$ cat src/rtl/countdown_pkg.sv
// countdown_pkg -- shared state encoding, field limits and saturation helper for mm:ss timers.
// Rev 1.0
`default_nettype none

package countdown_pkg;
   localparam int FIELD_W = 6;
   localparam int MAX_VAL = 59;

   typedef enum logic [1:0] {
      IDLE   = 2'd0,
      RUN    = 2'd1,
      PAUSED = 2'd2,
      DONE   = 2'd3
   } state_t;

   function automatic logic [FIELD_W-1:0] sat_field(input logic [FIELD_W-1:0] v,
                                                    input logic [FIELD_W-1:0] max_v);
      return (v > max_v) ? max_v : v;
   endfunction
endpackage

`default_nettype wire

$ cat src/rtl/tick_prescaler_1hz.sv
// tick_prescaler_1hz -- modulo-DIV counter; tick is high during the cycle the count wraps.
// Rev 1.0
`default_nettype none

module tick_prescaler_1hz #(
   parameter int DIV = 100_000_000
) (
   input  logic clk,
   input  logic rst_n,
   input  logic enable,
   input  logic clear,
   output logic tick
);
   localparam int CW = (DIV > 2) ? $clog2(DIV) : 1;
   localparam logic [CW-1:0] LAST = CW'(DIV - 1);

   logic [CW-1:0] cnt;

   always_ff @(posedge clk or negedge rst_n) begin
      if (!rst_n)
         cnt <= '0;
      else if (clear)
         cnt <= '0;
      else if (enable)
         cnt <= (cnt == LAST) ? '0 : cnt + CW'(1);
   end

   assign tick = enable && (cnt == LAST);
endmodule

`default_nettype wire

$ cat src/rtl/countdown_timer_1hz.sv
// countdown_timer_1hz -- mm:ss down-counter with load/start/pause and terminal-count flag.
// Optional COUNTDOWN_AUTO_RELOAD_EN: reload preset at 00:00 and keep running. Rev 1.0
`default_nettype none

module countdown_timer_1hz import countdown_pkg::*; #(
   parameter int DIV     = 100_000_000,
   parameter int MAX_VAL = countdown_pkg::MAX_VAL
) (
   input  logic               clk,
   input  logic               rst_n,
   input  logic               load,
   input  logic               start,
   input  logic               pause,
   input  logic [FIELD_W-1:0] set_min,
   input  logic [FIELD_W-1:0] set_sec,
   output logic [FIELD_W-1:0] minutes,
   output logic [FIELD_W-1:0] sec_count,
   output logic               tick_1hz,
   output logic               running,
   output logic               done
);
   localparam logic [FIELD_W-1:0] MAX_F = FIELD_W'(MAX_VAL);

   state_t             state, state_nx;
   logic [FIELD_W-1:0] preset_min, preset_sec, preset_min_nx, preset_sec_nx;
   logic [FIELD_W-1:0] min_nx, sec_nx;
   logic               tick_nx, done_nx;
   logic               ps_enable, ps_clear, ps_tick;
   logic               count_zero;

   tick_prescaler_1hz #(.DIV(DIV)) u_prescaler (
      .clk    (clk),
      .rst_n  (rst_n),
      .enable (ps_enable),
      .clear  (ps_clear),
      .tick   (ps_tick)
   );

   assign count_zero = (minutes == '0) && (sec_count == '0);

   always_comb begin
      state_nx      = state;
      min_nx        = minutes;
      sec_nx        = sec_count;
      preset_min_nx = preset_min;
      preset_sec_nx = preset_sec;
      tick_nx       = 1'b0;
      done_nx       = done;
      ps_enable     = 1'b0;
      ps_clear      = 1'b0;

      if (load && (state != RUN)) begin
         preset_min_nx = sat_field(set_min, MAX_F);
         preset_sec_nx = sat_field(set_sec, MAX_F);
         min_nx        = preset_min_nx;
         sec_nx        = preset_sec_nx;
         done_nx       = 1'b0;
         ps_clear      = 1'b1;
         state_nx      = IDLE;
      end else begin
         case (state)
            IDLE, PAUSED: begin
               if (start) begin
                  if (count_zero) begin
                     state_nx = DONE;
                     done_nx  = 1'b1;
                  end else begin
                     state_nx = RUN;
                     ps_clear = (state == IDLE);
                  end
               end
            end
            RUN: begin
               done_nx = 1'b0;
               if (pause) begin
                  state_nx = PAUSED;
               end else begin
                  ps_enable = 1'b1;
                  if (ps_tick) begin
                     tick_nx = 1'b1;
                     if (sec_count != '0) begin
                        sec_nx = sec_count - FIELD_W'(1);
                     end else begin
                        sec_nx = MAX_F;
                        min_nx = minutes - FIELD_W'(1);
                     end
                     if ((min_nx == '0) && (sec_nx == '0)) begin
                        done_nx = 1'b1;
`ifdef COUNTDOWN_AUTO_RELOAD_EN
                        if ((preset_min != '0) || (preset_sec != '0)) begin
                           min_nx = preset_min;
                           sec_nx = preset_sec;
                        end else begin
                           state_nx = DONE;
                        end
`else
                        state_nx = DONE;
`endif
                     end
                  end
               end
            end
            DONE: begin
               done_nx = 1'b1;
            end
            default: state_nx = IDLE;
         endcase
      end
   end

   always_ff @(posedge clk or negedge rst_n) begin
      if (!rst_n) begin
         state      <= IDLE;
         minutes    <= '0;
         sec_count  <= '0;
         preset_min <= '0;
         preset_sec <= '0;
         tick_1hz   <= 1'b0;
         done       <= 1'b0;
         running    <= 1'b0;
      end else begin
         state      <= state_nx;
         minutes    <= min_nx;
         sec_count  <= sec_nx;
         preset_min <= preset_min_nx;
         preset_sec <= preset_sec_nx;
         tick_1hz   <= tick_nx;
         done       <= done_nx;
         running    <= (state_nx == RUN);
      end
   end
endmodule

`default_nettype wire

$ cat config.mk
export PLATFORM = sky130hd
export DESIGN_NAME = countdown_timer_1hz
export DESIGN_NICKNAME = d
export VERILOG_FILES = /design/src/rtl/countdown_pkg.sv /design/src/rtl/tick_prescaler_1hz.sv /design/src/rtl/countdown_timer_1hz.sv
export SDC_FILE = /design/constraint.sdc
export NUM_CORES = 1
export LEC_CHECK = 0
export ABC_AREA = 1
export CAP_MARGIN = 40
export CORE_ASPECT_RATIO = 1.25
export CORE_MARGIN = 2
export CORE_UTILIZATION = 40
export DETAILED_ROUTE_END_ITERATION = 10
export PLACE_DENSITY = 0.68
export SLEW_MARGIN = 20
export SYNTH_ARGS = -nofsm -noshare
export SYNTH_HDL_FRONTEND = slang
export SYNTH_SLANG_ARGS = --single-unit
$ cat constraint.sdc
create_clock -name clk -period 1.7 [get_ports clk]
set_clock_uncertainty 0.05 [all_clocks]
set_input_delay 0.34 -clock clk [delete_from_list [all_inputs] [get_ports clk]]
set_output_delay 0.34 -clock clk [all_outputs]
set_load 0.005 [all_outputs]
==> impl_results.md <==
- Final RePlAce weighted congestion: about 0.96
- Storage element area: 1106 um^2
- Number of antenna diodes: 0
- Register-to-Register Path Depth: 11
- Critical path arrival: 1.95 ns
- Tot GR Track Use: 0.2162
- Max_cap viols: 0
- Yosys warns: 0
- Wire length per cell: about 16 um
- Final Hold Fails: 0
- Post-place setup slack: -0.1688 ns
- Post-place instance area: roughly 4200 um^2
- Max Clock Freq: 553.6 MHz
- RR Endpoint: running
- Crit Path Category: flip-flop to flip-flop
- HPWL after DPL: 7273 um
- Crit share post-route: 1.063
- Root buffer cell: clkbuf_8
- Reg2Reg Setup Slack: -0.11 ns
- CP required: roughly 1.8 ns
- Status: finished, violations left
- Post-Route Utilization: 0.6154
- Setup WS post-layout: -0.1063 ns
- Vias per cell: between 5 and 6
- Layout cells sized above 1: 0.3577
- Register bit count reported by yosys: 44
- Crit path launch type: flip-flop
- Final ANT Viol Nets: 0
- CTS sink cnt: 44
- RSZ-0062 raised after global routing: yes
- Initial antenna violation count: 0
- IO buf count: 31
- Final setup vio count: 25
- Switching power: between 1500 and 2000 uW
- Drt pass-1 iters: 4
- Post-Synthesis Cell Area: between 3000 and 4000 um^2
- Fin crit period: between 1.5 and 2 ns
- Clk slew on worst S/H paths: 0.10 ns
- Critical Path End Type: flip-flop
- DR DRC count: 0
- Top Ports: 32
- Violations in the final reports: setup timing
- CTS tree: done
- Initial Util: 0.4163
- Detailed-route wire length: 10280 um
- Final Non-Filler Cells: 657
- Flop pwr share: 0.288
- CTS buffer count: 5
- Via count: between 3000 and 4000
- Seq/Total Area, Yosys: 0.3355
- Post-synth net total: 469
- # rows: 36
- Fill count: between 600 and 700
- H-tree depth: 2
- LEAKAGE: between 0.002 and 0.0025 uW
- Worst hold path class: input port to async pin
- First-pass GRT wire length: 15760 um
- Dpl cells: approximately 630
- 1st-iter DRT viols: between 200 and 250
- Fin nets: between 500 and 600
- Post-Synthesis Cells: approximately 450
- Clock Power Share: 0.201
- PD cells: a little over 900 nW/um^2
- Die outline height: between 100 and 150 um
- Pins Over Slew Limit: 0
- Die ar.: around 8900 um^2
- Reg2reg start: sec_count[2]
- Maximum number of pins on one net before global-route repair: 31
- Maximum buffer depth of the clock tree: 2
- Rel. slew slack: 0.7467
- Multi-input logic area: 2223 um^2
- Avg Inst Size Synth: 7.326 um^2
- P_int: between 2000 and 3000 uW
- Switching part of the total: 0.3856
- Power share of the combinational group: 0.511
- Fin area: between 4000 and 5000 um^2
- Vias in the first global route: ~3500
- Clk Latency, worst-skew pair: 0.30 ns
- Die Width: around 85 um
- Gr ovfl total: 0
- Area Growth Syn to Fin: 47.81%
- Worst Max-Slew Pin Slew: approximately 0.38 ns
- Worst vdd ir: around 800 uV
- CP Max Fanout: 4
- Core ar.: 7883 um^2
- Synth unique cells: 40
## cell usage after synthesis, drive strengths merged
| master | count | share of area |
|---|---|---|
| o311ai | 1 | 0.0027 |
| nand4 | 20 | 0.047 |
| nand3 | 35 | 0.058 |
| ha | 4 | 0.015 |
| nor4 | 2 | 0.0057 |
| a2bb2oi | 1 | 0.0046 |
| inv | 54 | 0.062 |
| nor3 | 13 | 0.023 |
| nor3b | 1 | 0.0023 |
| xor2 | 22 | 0.059 |
| a21boi | 1 | 0.0034 |
| dfrtp | 44 | 0.34 |
| o221ai | 3 | 0.0080 |
| nand2 | 117 | 0.15 |
| a32oi | 1 | 0.0027 |
| a21oi | 5 | 0.0076 |
| xnor2 | 3 | 0.0080 |
| buf | 11 | 0.023 |
| a31oi | 2 | 0.0038 |
| o21ai | 22 | 0.047 |
| clkinv | 1 | 0.0015 |
| o22ai | 1 | 0.0019 |
| o211ai | 3 | 0.0069 |
| nor2 | 74 | 0.11 |
| o31ai | 6 | 0.014 |
| a22oi | 1 | 0.0023 |
## metal layers
| metal | wire (um) | track usage |
|---|---|---|
| met1 | 3841 | 0.2359 |
| met3 | 450 | 0.03132 |
| met5 | 0 | 0 |
| met4 | 440 | 0.09751 |
| met2 | 5547 | 0.4040 |
## sequential cells by signal, summed over array words and instances, names as in the netlist
| name | count |
|---|---|
| u_prescaler.cnt | 27 |
| done | 1 |
| tick_1hz | 1 |
| state | 2 |
| minutes | 6 |
| sec_count | 6 |
| running | 1 |
## placed cells by master, fill, tap and decap left out, types with 3 or more instances in the layout
cell	synthesis	routed
dlygate4sd2_1	0	4
nor3_1	12	10
nor2_1	60	48
nor2_4	4	9
buf_12	0	4
clkdlybuf4s50_1	0	19
a21oi_1	5	4
nand3_1	32	30
o31ai_2	0	3
clkbuf_8	0	7
o211ai_1	3	3
xnor2_1	3	3
dlymetal6s2s_1	0	7
nand3_2	3	3
o21ai_2	12	14
inv_2	6	11
nand2_8	0	3
buf_4	1	67
dfrtp_1	44	40
inv_1	48	41
nor2_2	8	15
buf_6	3	11
o21ai_0	10	4
nor3_4	1	3
nand2_4	3	8
nand2_1	108	94
dfrtp_2	0	4
o21ai_1	0	4
xor2_1	22	22
nand4_1	18	18
nand2_2	6	14
## per-stage QoR
| stage | total power [uW] | setup TNS (ns) | hold slack [ns] |
|---|---|---|---|
| detailed placement | 3180 | -4.257 | 0.2338 |
| CTS | 4188 | -0.08249 | 0.4527 |
| floorplan | 2288 | 0 | -0.005591 |
| global route | 4744 | -4.750 | 0.4771 |
| finish | 4496 | -0.7318 | 0.4391 |
| global placement | 3147 | -2.899 | 0.2352 |
## repair_timing
item,in CTS,in global routing
buffers inserted,4,9
setup endpoints to repair,46,50
hold endpoints to repair,14,0
resized for setup,25,82
pin swaps,0,18
cloned,0,4
hold buffers,1,0
## area by class of cell
type	instances	share of cell area
inverter	55	0.04462
multi-input combinational	340	0.4583
clock inverter	1	0.006190
clock buffer	7	0.01986
timing repair buffer	115	0.2185
sequential	44	0.2280
tap	95	0.02450
## worst max path at each step
stage,start,to,slack [ns]
floorplan,sec_count[0],u_prescaler.cnt[19],0.005
global placement,pause,running,-0.11
detailed placement,pause,running,-0.17
CTS,u_prescaler.cnt[0],running,-0.05
global route,sec_count[2],running,-0.21
finish,sec_count[2],running,-0.11
## worst max-delay path: stages (launching register included)
cell and delay [ns]:
dfrtp_1 0.45, buf_6 0.15, nor2_2 0.15, nand3_1 0.14, nand2_1 0.10, inv_1 0.04, nor2_1 0.13, nand2_1 0.10
nor2_2 0.15, nand3_4 0.10, nand2_1 0.08, a21oi_1 0.06
## power groups by stage
stage | logic [uW] | clock network, uW | registers (uW)
2_1_floorplan | 945 | 0 | 1340
3_3_place_gp | 1860 | 0 | 1290
3_5_place_dp | 1890 | 0 | 1290
4_1_cts | 1990 | 913 | 1280
5_1_grt | 2490 | 951 | 1310
6_report | 2300 | 903 | 1290
## kinds of logic after synthesis
logic type | Yosys count | share of synthesized area
adder cells (fa/ha/maj) | 4 | 0.01525
AO/OA/AOI/OAI | 47 | 0.1048
XOR/XNOR | 25 | 0.06672
flip-flops | 44 | 0.3355
AND/OR/NAND/NOR | 262 | 0.3915
buffers and inverters | 66 | 0.08616
Power figures use the tool's default switching activity.
